===== config.mk =====
export PLATFORM = sky130hd
export DESIGN_NAME = seq_divider_flat
export DESIGN_NICKNAME = d
export VERILOG_FILES = /design/src/rtl/seq_divider_pkg.sv /design/src/rtl/seq_divider_if.sv /design/src/rtl/seq_divider_sign_fix.sv /design/src/rtl/seq_divider.sv /design/src/flat_wrapper.sv
export SDC_FILE = /design/constraint.sdc
export NUM_CORES = 1
export LEC_CHECK = 0
export CAP_MARGIN = 5
export CORE_ASPECT_RATIO = 0.7
export CORE_MARGIN = 2
export CORE_UTILIZATION = 40
export CTS_CLUSTER_SIZE = 28
export DETAILED_ROUTE_END_ITERATION = 6
export PLACE_DENSITY = 0.59
export REMOVE_ABC_BUFFERS = 1
export SYNTH_ARGS = -nofsm -noshare
export SYNTH_HDL_FRONTEND = slang
export SYNTH_SLANG_ARGS = --single-unit

===== constraint.sdc =====
create_clock -name clock -period 6.4 [get_ports clock]
set_input_delay 1.28 -clock clock [delete_from_list [all_inputs] [get_ports clock]]
set_output_delay 1.28 -clock clock [all_outputs]
set_load 0.02 [all_outputs]

===== src/rtl/seq_divider_pkg.sv =====
// Shared definitions for the sequential signed divider: FSM state codes and the ALU opcode it serves.
// The optional DIV_DBZ_FLAG_EN build adds a divide-by-zero flag and a one-edge fast path.
package seq_divider_pkg;

    typedef enum logic [1:0] {
        ST_IDLE = 2'b00,
        ST_ITER = 2'b01,
        ST_FIX  = 2'b10,
        ST_DONE = 2'b11
    } div_state_e;

    localparam logic [4:0] ALU_OP_DIV = 5'b10000;

endpackage


===== src/rtl/seq_divider_if.sv =====
// Handshake bundle between the control unit (master) and the divider (slave).
// div_by_zero exists only when DIV_DBZ_FLAG_EN is defined.
interface seq_divider_if #(
    parameter int WIDTH = 32
);
    logic                   start;
    logic [WIDTH-1:0]       dividend;
    logic [WIDTH-1:0]       divisor;
    logic                   busy;
    logic                   done;
    logic [2*WIDTH-1:0]     result;
`ifdef DIV_DBZ_FLAG_EN
    logic                   div_by_zero;

    modport master (output start, dividend, divisor, input busy, done, result, div_by_zero);
    modport slave  (input start, dividend, divisor, output busy, done, result, div_by_zero);
`else
    modport master (output start, dividend, divisor, input busy, done, result);
    modport slave  (input start, dividend, divisor, output busy, done, result);
`endif
endinterface


===== src/rtl/seq_divider_sign_fix.sv =====
// Combinational conditional two's-complement negate of a quotient/remainder pair.
// Also used to take absolute values of the operands at accept time.
module div_sign_fix #(
    parameter int WIDTH = 32
) (
    input  logic [WIDTH-1:0] q_in,
    input  logic [WIDTH-1:0] r_in,
    input  logic             sign_q,
    input  logic             sign_r,
    output logic [WIDTH-1:0] q_out,
    output logic [WIDTH-1:0] r_out
);

    assign q_out = sign_q ? (~q_in + {{(WIDTH-1){1'b0}}, 1'b1}) : q_in;
    assign r_out = sign_r ? (~r_in + {{(WIDTH-1){1'b0}}, 1'b1}) : r_in;

endmodule


===== src/rtl/seq_divider.sv =====
// Multi-cycle signed non-restoring divider producing {remainder, quotient}.
// Build option DIV_DBZ_FLAG_EN: exposes div_by_zero and finishes a zero-divisor op on the accept edge.
module seq_divider
    import seq_divider_pkg::*;
#(
    parameter int WIDTH = 32
) (
    input  logic         clock,
    input  logic         reset_n,
    seq_divider_if.slave bus
);

    localparam int CW = $clog2(WIDTH) + 1;

    div_state_e           state_r, state_s;
    logic [WIDTH:0]       rem_r;
    logic [WIDTH-1:0]     quo_r, dvs_r;
    logic [CW-1:0]        cnt_r;
    logic                 sign_q_r, sign_r_r, dvs_zero_r;
    logic [2*WIDTH-1:0]   result_r;
    logic                 busy_r, done_r, dbz_r;

    logic                 accept_s, dvs_zero_s, fast_s;
    logic [WIDTH-1:0]     dvd_abs_s, dvs_abs_s;
    logic [WIDTH:0]       shift_s, step_s;
    logic [WIDTH-1:0]     rem_fix_s, q_sgn_s, r_sgn_s;

    assign accept_s   = bus.start && ((state_r == ST_IDLE) || (state_r == ST_DONE));
    assign dvs_zero_s = (bus.divisor == {WIDTH{1'b0}});
`ifdef DIV_DBZ_FLAG_EN
    assign fast_s     = dvs_zero_s;
`else
    assign fast_s     = 1'b0;
`endif

    div_sign_fix #(.WIDTH(WIDTH)) u_abs (
        .q_in   (bus.dividend),
        .r_in   (bus.divisor),
        .sign_q (bus.dividend[WIDTH-1]),
        .sign_r (bus.divisor[WIDTH-1]),
        .q_out  (dvd_abs_s),
        .r_out  (dvs_abs_s)
    );

    assign shift_s = {rem_r[WIDTH-1:0], quo_r[WIDTH-1]};
    assign step_s  = rem_r[WIDTH] ? (shift_s + {1'b0, dvs_r}) : (shift_s - {1'b0, dvs_r});
    // Restored remainder lies in [0, divisor), so WIDTH bits of the sum are exact.
    assign rem_fix_s = rem_r[WIDTH] ? (rem_r[WIDTH-1:0] + dvs_r) : rem_r[WIDTH-1:0];

    div_sign_fix #(.WIDTH(WIDTH)) u_fix (
        .q_in   (quo_r),
        .r_in   (rem_fix_s),
        .sign_q (sign_q_r),
        .sign_r (sign_r_r),
        .q_out  (q_sgn_s),
        .r_out  (r_sgn_s)
    );

    // Next-state logic for the IDLE/ITER/FIX/DONE sequence.
    always_comb begin
        state_s = state_r;
        case (state_r)
            ST_IDLE: begin
                if (accept_s) state_s = fast_s ? ST_DONE : ST_ITER;
                else          state_s = ST_IDLE;
            end
            ST_ITER: begin
                if (cnt_r == CW'(WIDTH - 1)) state_s = ST_FIX;
                else                         state_s = ST_ITER;
            end
            ST_FIX:  state_s = ST_DONE;
            ST_DONE: begin
                if (accept_s) state_s = fast_s ? ST_DONE : ST_ITER;
                else          state_s = ST_IDLE;
            end
            default: state_s = ST_IDLE;
        endcase
    end

    // State register and registered status outputs.
    always_ff @(posedge clock or negedge reset_n) begin
        if (!reset_n) begin
            state_r <= ST_IDLE;
            busy_r  <= 1'b0;
            done_r  <= 1'b0;
        end else begin
            state_r <= state_s;
            busy_r  <= (state_s == ST_ITER) || (state_s == ST_FIX);
            done_r  <= (state_s == ST_DONE);
        end
    end

    // Datapath: operand capture, one non-restoring step per ITER cycle, signed result write in FIX.
    always_ff @(posedge clock or negedge reset_n) begin
        if (!reset_n) begin
            rem_r      <= {(WIDTH+1){1'b0}};
            quo_r      <= {WIDTH{1'b0}};
            dvs_r      <= {WIDTH{1'b0}};
            cnt_r      <= {CW{1'b0}};
            sign_q_r   <= 1'b0;
            sign_r_r   <= 1'b0;
            dvs_zero_r <= 1'b0;
            dbz_r      <= 1'b0;
            result_r   <= {(2*WIDTH){1'b0}};
        end else if (accept_s) begin
            rem_r      <= {(WIDTH+1){1'b0}};
            quo_r      <= dvd_abs_s;
            dvs_r      <= dvs_abs_s;
            cnt_r      <= {CW{1'b0}};
            sign_q_r   <= bus.dividend[WIDTH-1] ^ bus.divisor[WIDTH-1];
            sign_r_r   <= bus.dividend[WIDTH-1];
            dvs_zero_r <= dvs_zero_s;
            dbz_r      <= fast_s;
            if (fast_s) result_r <= {bus.dividend, {WIDTH{1'b1}}};
            else        result_r <= result_r;
        end else if (state_r == ST_ITER) begin
            rem_r <= step_s;
            quo_r <= {quo_r[WIDTH-2:0], ~step_s[WIDTH]};
            cnt_r <= cnt_r + {{(CW-1){1'b0}}, 1'b1};
        end else if (state_r == ST_FIX) begin
            // With a zero divisor every step subtracts nothing, so the remainder is |dividend|
            // and the sign fix restores the original dividend; only the quotient needs forcing.
            if (dvs_zero_r) result_r <= {r_sgn_s, {WIDTH{1'b1}}};
            else            result_r <= {r_sgn_s, q_sgn_s};
        end else begin
            result_r <= result_r;
        end
    end

    assign bus.busy   = busy_r;
    assign bus.done   = done_r;
    assign bus.result = result_r;
`ifdef DIV_DBZ_FLAG_EN
    assign bus.div_by_zero = dbz_r;
`else
    logic unused_dbz_s;
    assign unused_dbz_s = dbz_r;
`endif

endmodule

===== src/flat_wrapper.sv =====
// flat-port wrapper written by rule: the top's interface ports become plain ports
module seq_divider_flat import seq_divider_pkg::*;
#(
    parameter int WIDTH = 32
)
  (clock, reset_n, bus_start, bus_dividend, bus_divisor, bus_busy, bus_done, bus_result);
  seq_divider_if #(.WIDTH(WIDTH)) bus_i ();
  input  logic clock;
  input  logic reset_n;
  input wire logic [$bits(bus_i.start)-1:0] bus_start;
  input wire logic [$bits(bus_i.dividend)-1:0] bus_dividend;
  input wire logic [$bits(bus_i.divisor)-1:0] bus_divisor;
  output wire logic [$bits(bus_i.busy)-1:0] bus_busy;
  output wire logic [$bits(bus_i.done)-1:0] bus_done;
  output wire logic [$bits(bus_i.result)-1:0] bus_result;
  assign bus_i.start = bus_start;
  assign bus_i.dividend = bus_dividend;
  assign bus_i.divisor = bus_divisor;
  assign bus_busy = bus_i.busy;
  assign bus_done = bus_i.done;
  assign bus_result = bus_i.result;
  seq_divider #(.WIDTH(WIDTH)) u_core (.clock(clock), .reset_n(reset_n), .bus(bus_i));
endmodule

Word-level counts from Yosys, hierarchy flattened
Cells that the tools add are included.
Widths: inputs -> output; s select.
Word-level totals
  register bits: 174
Cells by class
  reductions and logical operators: 8
  mux-type cells: 16
  equal/unequal tests: 7
  $add $sub $neg: 8
  bitwise operators: 8
Operators with widths (count)
  $mux 32: 8
  $add 32x1->32 const B: 4
  $not 32->32: 4
  $mux 33: 3
  $add 33x32->33: 1
  $sub 33x32->33: 1
  $add 32x32->32: 1
  $logic_not 32->1: 1
  $mux 6: 2
  $eq 2x2->1 const B: 4
  $add 6x1->6 const B: 1
  $eq 6x5->1 const B: 1
  $pmux 2 s3: 1
  $eq 2x1->1 const B: 2
  $not 1->1: 3
  $reduce_and 3->1: 1
  $logic_not 2->1: 1
  $logic_or 1x1->1: 2
  $mux 2: 1
  $reduce_bool 2->1: 1
  $reduce_or 2->1: 1
  $logic_and 1x1->1: 1
  $mux 1: 1
  $xor 1x1->1: 1

Depth between registers and ports, before layout
Gate-level depths: netlist of the first run.
  word-level depth: 7
  mapped depth: 19
  gate-level depth less buffers: 18

By module
A second synthesis of the first run with hierarchy kept.
Second synthesis, totals
  cell total of the unflattened synthesis: 1641
  area total of the unflattened synthesis: 14318.7 µm²
By module, submodules not included
  seq_divider: area an instance 11413.4 µm², seq. area each 4354.2 µm², times used 1, cells each 1263
  div_sign_fix: area an instance 1452.6 µm², seq. area each 0.0 µm², times used 2, cells each 189

Least setup slack after synthesis of the first run
Ideal clock, no wire load.
  kind: register -> register
  start point: register u_core.rem_r[32]
  end point: register u_core.quo_r[0]
  cell stages (with the launch flop): 20
  data arrival time: 4.739 ns
  setup slack: 1.582 ns
  cells stage by stage: dfrtp_1 -> clkbuf_1 -> clkbuf_1 -> clkbuf_1 -> buf_1 -> buf_1 -> clkbuf_1 -> nor2_1 -> xor2_1 -> ha_1 -> nor2b_1 -> o21a_1 -> o21ai_0 -> a21oi_1 -> o2111ai_1 -> a21oi_1 -> or3_1 -> a41oi_1 -> mux2i_1 -> a2bb2oi_1
On the way
  word-level cells in the longest chain between the ends: 4
Ends and longest elaborated chain
  start: declaration: RTL line seq_divider.sv:16  | logic [WIDTH:0] rem_r;
  start signal: assignment: RTL line seq_divider.sv:96  | rem_r <= {(WIDTH+1){1'b0}};
  start signal: assignment: RTL line seq_divider.sv:106  | rem_r <= {(WIDTH+1){1'b0}};
  start signal: assignment: RTL line seq_divider.sv:117  | rem_r <= step_s;
  $mux 33: RTL line seq_divider.sv:46  | assign step_s = rem_r[WIDTH] ? (shift_s + {1'b0, dvs_r}) : (shift_s - {1'b0, dvs_r});
  $not 1->1: RTL line seq_divider.sv:118  | quo_r <= {quo_r[WIDTH-2:0], ~step_s[WIDTH]};
  $mux 32: RTL line seq_divider.sv:116  | end else if (state_r == ST_ITER) begin
  $mux 32: RTL line seq_divider.sv:105  | end else if (accept_s) begin
  end signal: assignment: RTL line seq_divider.sv:97  | quo_r <= {WIDTH{1'b0}};
  end signal: assignment: RTL line seq_divider.sv:107  | quo_r <= dvd_abs_s;
  end signal: assignment: RTL line seq_divider.sv:118
  end: declaration: RTL line seq_divider.sv:17  | logic [WIDTH-1:0] quo_r, dvs_r;
Every way passes these cells. The select of a mux whose other input is x is not followed.
A chain may end at the register's enable or synchronous reset.

Worst setup path in the final report of the first run
  start point: register u_core.dvs_r[3]
  end point: register u_core.quo_r[0]
On the way
  word-level cells in the longest chain between the ends: 5
Ends and longest elaborated chain
  start: declaration: RTL line seq_divider.sv:17
  start signal: assignment: RTL line seq_divider.sv:98  | dvs_r <= {WIDTH{1'b0}};
  start signal: assignment: RTL line seq_divider.sv:108  | dvs_r <= dvs_abs_s;
  $sub 33x32->33 / $add 33x32->33 (equally long branches): RTL line seq_divider.sv:46
  $mux 33 (*): RTL line seq_divider.sv:46
  $not 1->1 (*): RTL line seq_divider.sv:118
  $mux 32 (*): RTL line seq_divider.sv:116
  $mux 32 (*): RTL line seq_divider.sv:105
Mark *: on every way between the ends. The rest lies on a longest branch, timed or not. The select of a mux whose other input is x is not followed.

==> results.md, run 1 <==
### Worst setup path
• worst r2r src: u_core.dvs_r[3]$_DFFE_PN0P_
• endpoint type of the worst setup path: flop
• highest-delay cell along the critical path: sky130_fd_sc_hd__nor3_1
• flop-to-flop setup slack: 1.65 ns
• maximum cell stage delay along the critical path: 0.50 ns
• peak fanout along the critical path: 7
• critical path arrival: 5.13 ns
• Worst path top cell family by delay: simple AND/OR/NAND/NOR gates
• Worst R2R Path Depth: 18
• cell depth of the worst setup path: 18
• most repeated library cell on the critical path: sky130_fd_sc_hd__nor3_1
• Crit path required time: 6.78 ns
• critical path startpoint category: flop
• buffers and inverters on the worst path: 0
• cell chain of the critical path: nor3_1 > nand2_1 > nor3_1 > nand2b_1 > nor3_1 > nand3b_1 > nor4_1 > nor2_1 > xnor2_1 > ha_1 > and3_1 > and2_1 > nand2_1 > a21oi_1 > or3_1 > a41oi_1 > mux2i_1 > a2bb2oi_1
• FF-to-FF End: u_core.quo_r[0]$_DFFE_PN0P_
• worst setup path class: reg -> reg

### Status
• run status: complete, no violations

### Drt
• number of vias in the routed layout: 12,880
• Vias/cell: 5.74
• mean routed wirelength per cell: 18.0 um
• DRC errors left: 0
• total wirelength of the detailed-routed design: 40.5 mm
• violation count after the first detailed-routing iteration: 1,088
• number of routed nets with antenna violations: 0
• Initial DRT Pass Iterations: 5

### Synth
• sequential element share of the synthesized area: 30.9%
• count of flip-flops with a built-in enable after synthesis: 0
• combinational family with the most area after synthesis: compound AO/OA/AOI/OAI gates
• warnings from Yosys: 0
• async set-or-reset flop fraction in the synthesized netlist: 100%
• simple-gate portion of the synthesized area: 19.1%
• Syn Area/Cell: 8.37 um^2
• predominant post-synthesis flop cell: sky130_fd_sc_hd__dfrtp_1
• post-synthesis compound-gate area fraction: 23.5%
• post-synthesis share of cell area spent on full adders, half adders and majority gates: 6.68%
• area share of xor/xnor cells in the synthesized design: 10.9%
• synth unique cells: 81
• portion of netlist area occupied by mux cells: 5.63%
• number of storage elements in the synthesis netlist: 174
• number of standard cells after synthesis: 1,684
• netlist area before placement: 14,100 um^2

### Floorplan
• Initial Util: 40.6%
• die boundary width: 228 um
• Boundary Pins: 133
• floorplan die area: 36,800 um^2
• number of rows in the core area: 57
• core area: 34,700 um^2
• y dimension of the die: 161 um

### Timing
• count of pins over their slew limit: 0
• worst-case headroom to the max-slew limit: 22.8%
• number of hold-slack violations in the final timing report: 0
• RSZ-0062 raised after global routing: no
• Worst Clk Skew: 0.0104 ns
• actual slew at the worst max-slew pin: 1.15 ns
• aggregate negative setup slack: 0 ns
• clock period minus final worst setup slack: 4.75 ns
• number of endpoints failing setup at the final stage: 0
• period utilisation layout: 74.2%
• fmax: 0.211 GHz

### Hold path
• Hold Path Class: reg -> reg
• end point of the most critical hold path: u_core.bus.result[61]$_DFFE_PN0P_
• instance count along the most critical hold path: 1
• critical hold path startpoint: u_core.bus.result[61]$_DFFE_PN0P_

### Clock tree
• number of gates resized after cts: 0
• Bufs on Longest Clock Path: 2
• clock transition time at the flip-flop clock pins of the worst setup and hold paths: 0.07 ns
• post-CTS setup buffer count: 0
• CTS tree: done
• insertion delay of the later-clocked pin in the worst-skew pair: 0.46 ns
• total clock buffers created by CTS: 17
• H-tree Lvls: 4
• clk root buf: sky130_fd_sc_hd__clkbuf_16
• number of clock sinks: 174
• CTS hold repair buffers: 0

### Global routing
• via count of the first global-routing pass: 11,566
• initial antenna violation count: 1
• total track usage: 22.1%
• maximum number of pins on one net before global-route repair: 81
• wire length of the first global-routing pass: 65.2 mm
• total global routing overflow: 0

### Cells and area
• most frequent cells in the layout: sky130_fd_sc_hd__dfrtp_1, sky130_fd_sc_hd__nand2_1, sky130_fd_sc_hd__nor2_1, sky130_fd_sc_hd__clkdlybuf4s50_1, sky130_fd_sc_hd__a21oi_1
• area growth from synthesis to layout: 15.9%
• final instance area: 16,300 um^2
• fraction of layout cells with a size suffix above 1: 4.85%
• Final Core Density: 47.0%
• most frequent standard cell in the layout excluding fill and tap cells: sky130_fd_sc_hd__dfrtp_1
• count of nets after finishing: 1,900
• antenna diode count: 0

### Power
• cell leakage power: 7.10 nW
• maximum VDD drop: 0.273 mV
• power per cell area: 562 nW/um^2

### Placement
• HPWL after DPL: 31.2 mm
• gpl congestion: 0.899
• post-placement cell area: 15,800 um^2
• Buffers on Ports: 132

### Flow run
• number of maximum-capacitance constraint violations: 0

sequential cells by signal, indices dropped and copies added, names as in the netlist:
signal,flops
u_core.quo_r,32
u_core.bus.done,1
u_core.dvs_zero_r,1
u_core.cnt_r,6
u_core.bus.busy,1
u_core.sign_q_r,1
u_core.bus.result,64
u_core.sign_r_r,1
u_core.rem_r,33
u_core.state_r,2
u_core.dvs_r,32
cell usage after synthesis, drive strengths merged (8+ instances only):
library cell | count | area share [%]
a21oi | 129 | 4.6
nor4 | 17 | 0.80
buf | 16 | 0.50
dfrtp | 174 | 31
a211oi | 23 | 1.3
ha | 72 | 6.4
nand2b | 17 | 0.75
o21ai | 141 | 5.0
nand3b | 8 | 0.43
nor2 | 154 | 4.1
or3 | 29 | 1.3
o31ai | 28 | 1.5
nand4 | 20 | 0.93
and3 | 18 | 0.81
or2 | 10 | 0.44
o41ai | 22 | 1.5
or4 | 15 | 0.80
nor3 | 44 | 1.6
xnor2 | 59 | 3.7
xor2 | 117 | 7.3
mux2 | 18 | 1.4
and2 | 17 | 0.75
a21o | 52 | 2.8
o211ai | 8 | 0.43
clkbuf | 70 | 1.9
mux2i | 59 | 4.2
nor2b | 14 | 0.62
nand2 | 158 | 4.2
o21a | 16 | 0.85
inv | 31 | 0.83
nand3 | 29 | 1.0
per-stage QoR:
stage               std cells  hold WS (ns)  setup slack [ns]  power (mW)
floorplan                1598         0.467              1.13        6.62
global placement         2212         0.491              1.64        7.99
detailed placement       2212         0.496              1.57        8.08
CTS                      2244         0.513              1.66        9.11
global route             2244         0.523             0.995        10.1
finish                   2244         0.507              1.65        9.18
routing by layer:
| layer | track usage [%] | routed length [um] |
|---|---|---|
| met5 | 0 | 0 |
| met4 | 3.77 | 272 |
| met3 | 5.01 | 3050 |
| met2 | 28.6 | 15200 |
| met1 | 36.5 | 22000 |
worst max-delay path by stage:
stage	startpoint	end	slack [ns]
final	u_core.dvs_r[3]$_DFFE_PN0P_	u_core.quo_r[0]$_DFFE_PN0P_	1.65
after global routing	u_core.dvs_r[3]$_DFFE_PN0P_	u_core.rem_r[32]$_DFFE_PN0P_	0.99
after CTS	u_core.dvs_r[3]$_DFFE_PN0P_	u_core.quo_r[0]$_DFFE_PN0P_	1.66
after detailed placement	bus_divisor[5]	u_core.dvs_r[30]$_DFFE_PN0P_	1.57
after global placement	bus_divisor[5]	u_core.dvs_r[30]$_DFFE_PN0P_	1.64
after floorplan	u_core.rem_r[32]$_DFFE_PN0P_	u_core.rem_r[31]$_DFFE_PN0P_	1.13
logic make-up after synthesis:
logic type	after synthesis
XOR/XNOR	176
multiplexers	77
adder cells (fa/ha/maj)	74
AND/OR/NAND/NOR	558
flip-flops	174
buffers and inverters	119
AO/OA/AOI/OAI	506
power breakdown:
part	total (mW)	switching, mW	internal [mW]
clock network	0.985	0.483	0.501
registers	2.05	0.619	1.43
logic	6.15	3.54	2.61
total	9.18	4.64	4.54
layout make-up:
cell class	count	area, um^2
fillers	3402	18400
multi-input cells	1391	9320
flip-flops and latches	174	4360
repair buffers	142	1400
well taps	472	591
clock buffers	18	429
inverters	33	124
clock inverters	14	116
Power figures use the tool's default switching activity.
==> run 2: changes to the inputs <==
- clock period: 6.4 -> 4.8 ns (I/O delays scaled with it)
==> run 2 against run 1 <==
Clock-buffer cell count rose by 1. Setup slack worse by 1.2 ns. Clock skew is 0.0087 ns higher. Sequential share of layout area down 0.23 points. Maximum frequency increased by 8.0%. Routed wire length increased by 1.7%. Die area unchanged. Total power rose by 37%. Critical path depth is 2 higher. Global-route usage is 0.59 points higher. Critical path type unchanged.
==> results.md, run 2 (same netlist as run 1, synthesis figures left out) <==
### Worst setup path
• critical path startpoint category: flop
• worst r2r src: u_core.dvs_r[4]$_DFFE_PN0P_
• peak fanout along the critical path: 7, unchanged
• critical path arrival: 4.78 ns, -0.35 ns
• highest-delay cell along the critical path: sky130_fd_sc_hd__dfrtp_1
• flop-to-flop setup slack: 0.41 ns, -1.25 ns
• maximum cell stage delay along the critical path: 0.44 ns, -0.06 ns
• endpoint type of the worst setup path: flop
• FF-to-FF End: u_core.quo_r[0]$_DFFE_PN0P_
• worst setup path class: reg -> reg
• timing endpoint of the critical path: u_core.quo_r[0]$_DFFE_PN0P_
• timing startpoint of the critical path: u_core.dvs_r[4]$_DFFE_PN0P_
• Worst R2R Path Depth: 20, +2
• cell chain of the critical path: nor3_2 > nand2_1 > nor3_1 > nand2b_1 > nor3_1 > buf_4 > nand3b_1 > nor4_1 > buf_4 > nor2_1 > xnor2_1 > ha_1 > and3_1 > and2_1 > nand2_1 > a21oi_1 > or3_1 > a41oi_1 > mux2i_1 > a2bb2oi_1
• Crit path required time: 5.19 ns, -1.59 ns

### Drt
• number of routed nets with antenna violations: 0, unchanged
• total wirelength of the detailed-routed design: 41.1 mm, +1.7%
• mean routed wirelength per cell: 18.2 um, +1.2%
• number of vias in the routed layout: 12,866, -0.11%
• DRC errors left: 0, unchanged
• violation count after the first detailed-routing iteration: 1,195, +9.8%
• Initial DRT Pass Iterations: 5, unchanged
• Vias/cell: 5.71, -0.60%

### Timing
• fmax: 0.228 GHz, +8.0%
• aggregate negative setup slack: 0 ns, unchanged
• actual slew at the worst max-slew pin: 1.12 ns, -0.0310 ns
• period utilisation layout: 91.5%, +17 points
• count of pins over their slew limit: 0, unchanged
• worst-case headroom to the max-slew limit: 24.9%, +2.1 points
• minimum hold slack: 0.508 ns, +0.000665 ns
• RSZ-0062 raised after global routing: no
• Worst Clk Skew: 0.0191 ns, +0.00872 ns
• number of endpoints failing setup at the final stage: 0, unchanged
• clock period minus final worst setup slack: 4.39 ns, -0.353 ns
• number of hold-slack violations in the final timing report: 0, unchanged
• Worst Slack Setup Final: 0.406 ns, -1.25 ns

### Global routing
• total track usage: 22.7%, +0.59 points
• initial antenna violation count: 0, -1
• via count of the first global-routing pass: 11,747, +1.6%
• wire length of the first global-routing pass: 66.6 mm, +2.2%
• maximum number of pins on one net before global-route repair: 98, +21%
• total global routing overflow: 0, unchanged

### Power
• portion of total power attributed to combinational logic: 67.3%, +0.3 points
• sequential share of power: 21.5%, -0.8 points
• net load switching power: 6.33 mW, +36%
• maximum VDD drop: 0.326 mV, +19%
• proportion of power drawn by the clock network: 11.1%, +0.4 points
• cell-internal power: 6.20 mW, +37%
• switching part of the total power: 50.5%, -0.051 points
• power per cell area: 761 nW/um^2, +35%
• cell leakage power: 7.19 nW, +1.2%
• total power after layout: 12.5 mW, +37%

### Status
• run status: complete, no violations

### Clock tree
• clock transition time at the flip-flop clock pins of the worst setup and hold paths: 0.08 ns, about the same
• clk root buf: sky130_fd_sc_hd__clkbuf_16
• insertion delay of the later-clocked pin in the worst-skew pair: 0.47 ns, about the same
• number of clock sinks: 174, unchanged
• post-CTS setup buffer count: 0, unchanged
• Bufs on Longest Clock Path: 2, unchanged
• total clock buffers created by CTS: 17, unchanged
• H-tree Lvls: 4, unchanged
• CTS tree: done

### Floorplan
• Boundary Pins: 133, unchanged
• floorplan die area: 36,800 um^2, unchanged
• y dimension of the die: 161 um, unchanged
• die boundary width: 228 um, unchanged
• number of rows in the core area: 57, unchanged
• core area: 34,700 um^2, unchanged
• Initial Util: 40.6%, unchanged

### Cells and area
• number of flip-flops in the largest register: 64, unchanged
• final instance area: 16,500 um^2, +0.87%
• antenna diode count: 0, unchanged
• count of nets after finishing: 1,911, +0.58%
• non-filler instance count after layout: 2,255, +0.49%
• fraction of layout cells with a size suffix above 1: 5.50%, +0.64 points
• sequential cell area in the final layout: 4360 um^2, unchanged
• number of fill cells in the layout: 3,493, +2.7%
• Final Core Density: 47.4%, +0.41 points
• most frequent standard cell in the layout excluding fill and tap cells: sky130_fd_sc_hd__dfrtp_1
• area growth from synthesis to layout: 16.9%
• combined area of the multi-input logic cells: 9320 um^2, about the same
• most frequent cells in the layout: sky130_fd_sc_hd__dfrtp_1, sky130_fd_sc_hd__nand2_1, sky130_fd_sc_hd__nor2_1, sky130_fd_sc_hd__clkdlybuf4s50_1, sky130_fd_sc_hd__a21oi_1

### Flow run
• number of maximum-capacitance constraint violations: 0, unchanged

### Placement
• post-placement worst setup slack: 0.381 ns, -1.19 ns
• Buffers on Ports: 132, unchanged
• gpl congestion: 0.899, about the same
• instance count after placement with tap cells included: 2,223, +0.50%
• HPWL after DPL: 31.8 mm, +1.9%
• post-placement cell area: 15,900 um^2, +0.68%

### Hold path
• Hold Path Class: reg -> reg

-- run 2: changes by cell type in the layout (fill, tap and decap cells not counted), sizes merged --
cell      delta
clkinvlp     -3
inv          +2
bufinv       +1
clkbuf       +1
buf         +11
clkinv       -1
-- run 2: final cells by class --
| cell class | instances | area share, % |
|---|---|---|
| flip-flops and latches | 174 | 26.4 |
| multi-input cells | 1391 | 56.6 |
| inverters | 33 | 0.752 |
| clock inverters | 13 | 0.798 |
| clock buffers | 19 | 2.69 |
| well taps | 472 | 3.59 |
| repair buffers | 153 | 9.14 |
-- run 2: worst max-delay path: cells and delay by family, from the launching register on --
kind / cells / cell delay (ns)
and+or+nand+nor: 12 / 2.16
xor gates and xnor gates: 1 / 0.15
buffers and inverters: 2 / 0.36
DFF: 1 / 0.44
muxes: 1 / 0.29
AOI/OAI and AO/OA: 3 / 0.54
adders and majority gates: 1 / 0.37
-- run 2: how the worst min path moves through the flow --
stage	from	to	slack (ns)	cells after the start
after floorplan	u_core.dvs_zero_r$_DFFE_PN0P_	u_core.dvs_zero_r$_DFFE_PN0P_	0.47	2
after global placement	u_core.bus.result[36]$_DFFE_PN0P_	u_core.bus.result[36]$_DFFE_PN0P_	0.49	1
after detailed placement	u_core.bus.result[33]$_DFFE_PN0P_	u_core.bus.result[33]$_DFFE_PN0P_	0.50	1
after CTS	u_core.bus.result[52]$_DFFE_PN0P_	u_core.bus.result[52]$_DFFE_PN0P_	0.51	1
after global routing	u_core.bus.result[38]$_DFFE_PN0P_	u_core.bus.result[38]$_DFFE_PN0P_	0.52	1
final	u_core.bus.result[52]$_DFFE_PN0P_	u_core.bus.result[52]$_DFFE_PN0P_	0.51	1
-- run 2: power by group through the flow --
stage               Sequential, mW  Combinational, mW  Clock [mW]
floorplan                     2.44               6.39           0
global placement              2.67               8.20           0
detailed placement            2.69               8.28           0
CTS                           2.66               8.33        1.43
global route                  2.76               9.44        1.49
finish                        2.70               8.44        1.40
-- run 2: routing by layer --
metal | vias to the layer above | part of all wire (%) | global-route usage [%]
met5 | - | 0 | 0
met4 | 0 | 1.2 | 5.11
met3 | 27 | 6.3 | 4.01
met2 | 377 | 37 | 29.3
met1 | 6141 | 55 | 37.8
li1 | 6321 | - | -
-- run 2: repair_timing --
item | CTS | global route
setup endpoints to repair | 0 | 2
resized for setup | 0 | 1
hold buffers | 0 | 0
